## config.mk

```make
export PLATFORM = sky130hd
export DESIGN_NAME = delta_mask_stream
export DESIGN_NICKNAME = d
export VERILOG_FILES = /design/src/rtl/delta_mask_stream.sv
export SDC_FILE = /design/constraint.sdc
export NUM_CORES = 1
export LEC_CHECK = 0
export CAP_MARGIN = 25
export CORE_UTILIZATION = 50
export CTS_CLUSTER_DIAMETER = 30
export DETAILED_ROUTE_END_ITERATION = 6
export PLACE_DENSITY_LB_ADDON = 0.12
export SKIP_CTS_REPAIR_TIMING = 1
export SYNTH_ARGS = -nofsm -noshare
export SYNTH_HDL_FRONTEND = slang
export SYNTH_SLANG_ARGS = --single-unit
```

## constraint.sdc

```tcl
create_clock -name clk -period 14 [get_ports clk]
set_input_delay 4.2 -clock clk [delete_from_list [all_inputs] [get_ports clk]]
set_output_delay 4.2 -clock clk [all_outputs]
set_load 0.05 [all_outputs]
```

## src/rtl/delta_mask_stream.sv

```systemverilog
// Per-pixel |curr-base| magnitude, power-of-two running average, hysteresis mask and
// per-frame motion pixel count. Three register stages, no backpressure.
module delta_mask_stream #(
  parameter int INPUT_WIDTH      = 10,
  parameter int CLOG2_MAX_FILTER = 5,
  parameter int CNT_WIDTH        = 20
) (
  input  logic                   clk,
  input  logic                   aresetn,
  input  logic                   in_valid,
  input  logic                   in_sof,
  input  logic                   in_eof,
  input  logic [INPUT_WIDTH-1:0] base_frame,
  input  logic [INPUT_WIDTH-1:0] curr_frame,
  input  logic [2:0]             filter_log2,
  input  logic [INPUT_WIDTH-1:0] thr_hi,
  input  logic [INPUT_WIDTH-1:0] thr_lo,
  input  logic                   mode,
  output logic                   out_valid,
  output logic                   out_sof,
  output logic                   out_eof,
  output logic [INPUT_WIDTH-1:0] delta_frame,
  output logic [CNT_WIDTH-1:0]   motion_count,
  output logic                   count_valid
);

  localparam int MAX_LEN = 2**CLOG2_MAX_FILTER;
  localparam int SUM_W   = INPUT_WIDTH + CLOG2_MAX_FILTER;
  localparam int FILL_W  = CLOG2_MAX_FILTER + 1;
  localparam int PTR_W   = CLOG2_MAX_FILTER;

  // Stage 1: absolute difference plus per-beat controls
  logic                   v1_q, sof1_q, eof1_q, mode1_q;
  logic [INPUT_WIDTH-1:0] d1_q, hi1_q, lo1_q;
  logic [2:0]             fl1_q;

  // Stage 2: running sum over circular history
  logic                   v2_q, sof2_q, eof2_q, mode2_q;
  logic [INPUT_WIDTH-1:0] hi2_q, lo2_q;
  logic [SUM_W-1:0]       sum_q, sum_d;
  logic [2:0]             l_q, l_d;
  logic [FILL_W-1:0]      fill_q, fill_d, len;
  logic [PTR_W-1:0]       ptr_q, ptr_d, rd_idx, wr_idx;
  logic [INPUT_WIDTH-1:0] sub;
  logic [INPUT_WIDTH-1:0] hist_q [MAX_LEN];

  // Stage 3: hysteresis, output mux and counter
  logic                   out_valid_q, out_sof_q, out_eof_q, h_q, h_d, h_base;
  logic [INPUT_WIDTH-1:0] delta_q, delta_d, avg, lo_eff;
  logic [SUM_W-1:0]       avg_full;
  logic [CNT_WIDTH-1:0]   cnt_q, cnt_d, cnt_base, motion_count_q;
  logic                   count_valid_q;

  always_ff @(posedge clk or negedge aresetn) begin
    if (!aresetn) begin
      v1_q    <= 1'b0;
      sof1_q  <= 1'b0;
      eof1_q  <= 1'b0;
      mode1_q <= 1'b0;
      d1_q    <= '0;
      hi1_q   <= '0;
      lo1_q   <= '0;
      fl1_q   <= '0;
    end else begin
      v1_q   <= in_valid;
      sof1_q <= in_valid & in_sof;
      eof1_q <= in_valid & in_eof;
      if (in_valid) begin
        d1_q    <= (curr_frame >= base_frame) ? curr_frame - base_frame
                                              : base_frame - curr_frame;
        mode1_q <= mode;
        hi1_q   <= thr_hi;
        lo1_q   <= thr_lo;
        fl1_q   <= filter_log2;
      end
    end
  end

  always_comb begin
    len    = FILL_W'(1) << l_q;
    rd_idx = ptr_q - len[PTR_W-1:0];
    sub    = (fill_q >= len) ? hist_q[rd_idx] : '0;
    l_d    = l_q;
    sum_d  = sum_q;
    fill_d = fill_q;
    ptr_d  = ptr_q;
    wr_idx = ptr_q;
    if (sof1_q) begin
      l_d    = (fl1_q > 3'(CLOG2_MAX_FILTER)) ? 3'(CLOG2_MAX_FILTER) : fl1_q;
      sum_d  = SUM_W'(d1_q);
      fill_d = FILL_W'(1);
      ptr_d  = PTR_W'(1);
      wr_idx = '0;
    end else begin
      // the slot being overwritten at ptr-len is read before this edge's write
      sum_d  = sum_q + SUM_W'(d1_q) - SUM_W'(sub);
      fill_d = (fill_q < len) ? fill_q + FILL_W'(1) : len;
      ptr_d  = ptr_q + PTR_W'(1);
    end
  end

  always_ff @(posedge clk) begin
    if (v1_q) hist_q[wr_idx] <= d1_q;
  end

  always_ff @(posedge clk or negedge aresetn) begin
    if (!aresetn) begin
      v2_q    <= 1'b0;
      sof2_q  <= 1'b0;
      eof2_q  <= 1'b0;
      mode2_q <= 1'b0;
      hi2_q   <= '0;
      lo2_q   <= '0;
      sum_q   <= '0;
      l_q     <= '0;
      fill_q  <= '0;
      ptr_q   <= '0;
    end else begin
      v2_q   <= v1_q;
      sof2_q <= sof1_q;
      eof2_q <= eof1_q;
      if (v1_q) begin
        mode2_q <= mode1_q;
        hi2_q   <= hi1_q;
        lo2_q   <= lo1_q;
        sum_q   <= sum_d;
        l_q     <= l_d;
        fill_q  <= fill_d;
        ptr_q   <= ptr_d;
      end
    end
  end

  always_comb begin
    avg_full = sum_q >> l_q;
    avg      = avg_full[INPUT_WIDTH-1:0];
    lo_eff   = (lo2_q > hi2_q) ? hi2_q : lo2_q;
    h_base   = sof2_q ? 1'b0 : h_q;
    h_d      = h_base;
    if (avg > hi2_q)       h_d = 1'b1;
    else if (avg < lo_eff) h_d = 1'b0;
    cnt_base = sof2_q ? '0 : cnt_q;
    cnt_d    = (h_d && !(&cnt_base)) ? cnt_base + CNT_WIDTH'(1) : cnt_base;
    delta_d  = mode2_q ? avg : {INPUT_WIDTH{h_d}};
  end

  always_ff @(posedge clk or negedge aresetn) begin
    if (!aresetn) begin
      out_valid_q    <= 1'b0;
      out_sof_q      <= 1'b0;
      out_eof_q      <= 1'b0;
      delta_q        <= '0;
      h_q            <= 1'b0;
      cnt_q          <= '0;
      motion_count_q <= '0;
      count_valid_q  <= 1'b0;
    end else begin
      out_valid_q   <= v2_q;
      out_sof_q     <= sof2_q;
      out_eof_q     <= eof2_q;
      delta_q       <= v2_q ? delta_d : '0;
      count_valid_q <= out_valid_q & out_eof_q;
      if (v2_q) begin
        h_q   <= h_d;
        cnt_q <= cnt_d;
      end
      if (out_valid_q && out_eof_q) motion_count_q <= cnt_q;
    end
  end

  assign out_valid    = out_valid_q;
  assign out_sof      = out_sof_q;
  assign out_eof      = out_eof_q;
  assign delta_frame  = delta_q;
  assign motion_count = motion_count_q;
  assign count_valid  = count_valid_q;

endmodule

```

== Yosys cells after proc, flatten, opt, wreduce, memory -nomap -nowiden ==
Memory sizes are Yosys's and may differ from the RTL's.
Index checks and enable logic that the tools add are counted.

* Flip-flop bits (word level): 145
* Memory bits (writable): 320
* Output and inout bits: 34
* Logic and storage cells: 70
* Memories: 1

{| class="wikitable"
|+ Memories
! memory !! words !! width !! rd ports !! clocked after memory_dff !! wr ports !! RTL line !! text
|-
| hist_q || 32 || 10 || 1 || 0 || 1 || 45 || <nowiki>logic [INPUT_WIDTH-1:0] hist_q [MAX_LEN];</nowiki>
|}

* $add $sub $neg: 8
* $lt $le $gt $ge: 7
* Shift-type cells: 2
* Multiplexer cells: 18
* Bitwise operators: 3
* Reductions and logical operators: 5

{| class="wikitable"
|+ Operator list
! operator !! count
|-
| 10-bit 2-to-1 mux || 5
|-
| 20-bit 2-to-1 mux || 2
|-
| 20-bit by 1-bit adder with 20-bit output (second input constant) || 1
|-
| 10-bit > comparator || 2
|-
| 20-bit AND reduction || 1
|-
| 10-bit subtractor || 2
|-
| 15-bit by 10-bit adder with 15-bit output || 1
|-
| 15-bit 2-to-1 mux || 1
|-
| 15-bit by 3-bit right shift with 10-bit output || 1
|-
| 15-bit by 10-bit subtractor with 15-bit output || 1
|-
| 6-bit 2-to-1 mux || 2
|-
| 10-bit >= comparator || 1
|-
| 10-bit < comparator || 1
|-
| 5-bit 2-to-1 mux || 2
|-
| 6-bit by 1-bit adder with 6-bit output (second input constant) || 1
|-
| 6-bit >= comparator || 1
|-
| 6-bit < comparator || 1
|-
| 1-bit by 3-bit left shift with 6-bit output (first input constant) || 1
|-
| 5-bit by 1-bit adder with 5-bit output (second input constant) || 1
|-
| 1-bit 2-to-1 mux || 5
|-
| 5-bit subtractor || 1
|-
| 1-bit bitwise AND || 3
|-
| 3-bit > comparator (second input constant) || 1
|-
| 3-bit 2-to-1 mux || 1
|-
| other kinds (3) || 4
|}

== Depth between registers and ports, before layout ==
* Depth after elaboration: 7
* Mapped depth: 27
* Mapped depth without buffers: 24

== Worst setup path after synthesis ==
OpenSTA, ideal clock, no wires.

* Path type: input port to flip-flop
* Start: input port base_frame[6]
* End: register d1_q[9]
* Arrival: 6,400 ps
* Required time: 13,864 ps
* Slack: 7,464 ps
* Stages on the path: 12
* Path through: inv_1 > ha_1 > clkbuf_1 > or2_2 > a21oi_1 > a31oi_1 > o221ai_1 > mux2_2 > a21oi_1 > o211ai_1 > xnor2_1 > mux2i_1

* Longest elaborated chain between the ends: 2

{| class="wikitable"
|+ RTL lines
! item !! RTL line !! text
|-
| from (decl) || 13 || <nowiki>input logic [INPUT_WIDTH-1:0] base_frame,</nowiki>
|-
| 10-bit subtractor, or another cell as far along || 70 || <nowiki>: base_frame - curr_frame;</nowiki>
|-
| 10-bit 2-to-1 mux * || 69 || <nowiki>d1_q <= (curr_frame >= base_frame) ? curr_frame - base_frame</nowiki>
|-
| to (signal assigned) || 69 ||
|-
| to (decl) || 34 || <nowiki>logic [INPUT_WIDTH-1:0] d1_q, hi1_q, lo1_q;</nowiki>
|}

Mark *: on every way between the ends. The rest lies on a longest branch, timed or not.
A chain may end at the register's enable or synchronous reset.

== Final worst setup path ==
* Start: register l_q[1]
* End: register sum_q[14]

* Longest elaborated chain between the ends: 6

{| class="wikitable"
|+ RTL lines
! item !! RTL line !! text
|-
| from (decl) || 41 || <nowiki>logic [2:0] l_q, l_d;</nowiki>
|-
| from (signal assigned) || 127 || <nowiki>l_q <= l_d;</nowiki>
|-
| 1-bit by 3-bit left shift with 6-bit output * || 80 || <nowiki>len = FILL_W'(1) << l_q;</nowiki>
|-
| 5-bit subtractor || 81 || <nowiki>rd_idx = ptr_q - len[PTR_W-1:0];</nowiki>
|-
| memory read 32 x 10 bit || - ||
|-
| 10-bit 2-to-1 mux * || 82 || <nowiki>sub = (fill_q >= len) ? hist_q[rd_idx] : '0;</nowiki>
|-
| 15-bit by 10-bit subtractor with 15-bit output * || 96 || <nowiki>sum_d = sum_q + SUM_W'(d1_q) - SUM_W'(sub);</nowiki>
|-
| 15-bit 2-to-1 mux * || 88 || <nowiki>if (sof1_q) begin</nowiki>
|-
| to (signal assigned) || 126 || <nowiki>sum_q <= sum_d;</nowiki>
|-
| to (decl) || 40 || <nowiki>logic [SUM_W-1:0] sum_q, sum_d;</nowiki>
|}

Marks and branches as above.

==> impl_metrics.csv <==
group,metric,value,unit
status,status,"finished, violations left",
status,violations,"design-rule violations",
synth,synth_area,21400,sq um
timing,hold_violations,0,
worst_hold_path,hold_start,"eof2_q",
synth,seq_area_frac_synth,0.618,
cts,cts_buffers,96,
route,vias,12657,
die,fp.dieArea,43700,sq um
timing,period_share,0.512,
global_route,grt_util_met2,0.361,
timing,whs,0.347,ns
worst_setup_path,cp_max_fo,63,
cts,clk_path_buf_depth,3,
job,timing.max_cap.violations,0,
worst_setup_path,critPathCaptureType,"flop",
placed_design,place_hpwl,29800,microns
cells_and_area,antenna-diode-count,0,
worst_setup_path,critPathLaunch,"l_q[1]",
die,coreArea,42100,sq um
cts,cts.clk_slew.worst_paths,0.05,ns
die,start_util,0.508,
die,pin_count,83,
synth,synth_top_flop_cell,"edfxtp_1",
global_route,use_met3,0.0487,
global_route,grt_max_degree,86,
cts,cts_tree,"built",
synth,synth-edff-count,320,
synth,ys_types,67,
cells_and_area,area.growth.synth_to_final,23.8,%
die,die_x,209,microns
power,power_density,263,nW/um^2
global_route,grt_pass1_vias,13195,
synth,syn_nets,1589,
placed_design,gp_congestion,0.858,
global_route,grtUsageMet1,0.294,
synth,synthArstFlopShare,0.312,
timing,setup_violations,0,
timing,finClkSkew,0.0339,ns
cts,insertion_delay,0.64,ns
route,wl_per_cell,21.0,microns
power,vdd_drop_max,0.000224,V
synth,syn_inst,1451,
die,rows,75,
route,drcViolationCount,1,
route,drtIter0Drc,904,
timing,grt_setup_unrepaired,"false",
synth,yosys.area.top_type,"edfxtp_1",
cells_and_area,fin_nets,1749,
placed_design,dpl.cell_count,2040,
cts,htree_levels,3,
route,viasPerCell,5.67,
global_route,antenna_found_initial,0,
timing,worstMarginPinSlew,1.00,ns
global_route,grt_first_pass_wirelength,73900,microns
timing,max_freq,0.140,GHz
cts,cts_root_buffer,"clkbuf_16",
timing,min_period,7.17,ns
worst_setup_path,arrival,7.67,ns
worst_setup_path,r2r_start,"l_q[1]",
power,leakagePower,10.2,nW
global_route,top_usage_layer,"met2",
cells_and_area,final_cells,2231,
worst_setup_path,cp_data_required_time,14.50,ns
synth,yosys_warnings,0,
timing,finalSetupTns,0,ns
cells_and_area,drive_above_1_share,0.232,
placed_design,port_buffers,82,
route,first_pass_iters,7,
worst_hold_path,hold_path_class,"flop to flop",
power,finalPower,6.99,mW
cells_and_area,layout_commonest_cell,"edfxtp_1",
global_route,track_usage,0.222,
die,fp.dieH,209,microns
worst_setup_path,worstSetupPathType,"flop to flop",
synth,ys_ff_latch,465,
timing,slew-limit-headroom,0.330,
synth,yosysTopAreaCellShare,0.449,
global_route,overflow,0,
worst_setup_path,cp-start-kind,"flop",
cells_and_area,final_cell_mix,"edfxtp_1 (320), dfrtp_1 (144), nand2_1 (108)",
cts,clock-sinks,465,
timing,final_max_slew_viol_count,0,
synth,avgSynthCellArea,14.8,sq um
synth,synth_area_leaders,"edfxtp_1 (45%), dfrtp_1 (17%), mux4_2 (11%)",
route,routed_wl,46800,microns
route,antenna_left,0,
[worst max-delay path, stage by stage (launching register included)]
cell      delay (ns)
dfrtp_1         0.68
nor3_1          0.23
ha_4            0.23
fa_4            1.01
buf_4           0.78
mux4_2          0.44
mux4_2          0.49
mux2i_1         0.14
nor2_1          0.07
fa_1            0.52
inv_1           0.05
ha_1            0.32
nor2b_1         0.15
o31a_1          0.27
o211ai_1        0.21
a21oi_1         0.11
o31ai_1         0.47
or4b_1          0.48
o211ai_1        0.13
nand3b_1        0.10
o311ai_1        0.08
[layer usage]
metal / share of wire / vias to the layer above
met5: 0 / -
met4: 0.028 / 0
met3: 0.049 / 85
met2: 0.49 / 326
met1: 0.43 / 6408
li1: - / 5838
[cell usage after synthesis (15+ instances only)]
library cell and instances:
mux4_2 101, nor2_1 81, xnor2_1 15, xor2_1 21, dfrtp_1 145, mux2i_1 39
mux2_2 58, ha_1 76, o21ai_0 65, nand2_1 108, inv_1 93, nor2b_1 18
edfxtp_1 320, clkbuf_1 45, a21oi_1 43, nand3_1 27
[kinds of logic (layout without fill, tap and decap cells)]
group,count (synthesis),count (layout),synth area share
AOI/OAI and AO/OA,196,196,0.0599
xor gates and xnor gates,36,36,0.0147
adders and majority gates,89,89,0.0565
buffers and inverters,153,394,0.0272
DFF,465,465,0.618
muxes,198,198,0.155
and+or+nand+nor,314,314,0.0689
[through the flow]
step           setup WS [ns]  area [sq um]   util
3_5_place_dp            6.78         23000  0.545
3_3_place_gp            6.85         22900  0.543
6_report                6.83         26500  0.629
4_1_cts                 6.84         26400  0.627
5_1_grt                 6.34         26500  0.629
2_1_floorplan           7.46         21400      -
[area by class of cell]
class                   count  area (sq um)
clock buffers             104          2450
clock inverters            75           983
fillers                  3136         15600
inverters                  95           357
multi-input cells         833          7650
flip-flops and latches    465         13200
well taps                 539           674
repair buffers            120          1150
[registers in the layout (all words and copies together) (netlist names), 3 cells and up]
| register | cells |
|---|---|
| hist_q | 320 |
| sum_q | 15 |
| motion_count | 20 |
| fl1_q | 3 |
| d1_q | 10 |
| cnt_q | 20 |
| hi1_q | 10 |
| hi2_q | 10 |
| l_q | 3 |
| delta_frame | 10 |
| ptr_q | 5 |
| fill_q | 6 |
| lo1_q | 10 |
| lo2_q | 10 |
[worst paths after layout]
| path | to | slack, ns | depth (start not counted) |
|---|---|---|---|
| worst max-delay path | sum_q[14] | 6.83 | 20 |
| max in group asynchronous | hi1_q[6] | 9.04 | 2 |
| worst min register to register | out_eof | 0.35 | 0 |
| worst min-delay path | out_eof | 0.35 | 0 |
| min in group asynchronous | motion_count[18] | 3.61 | 1 |
| worst max register to register | sum_q[14] | 6.83 | 20 |
[where the power goes]
| part | switching, mW | internal [mW] |
|---|---|---|
| logic | 1.62 | 1.28 |
| registers | 0.0828 | 1.66 |
| clock network | 0.763 | 1.59 |
| total | 2.46 | 4.52 |
Power figures use the tool's default switching activity.
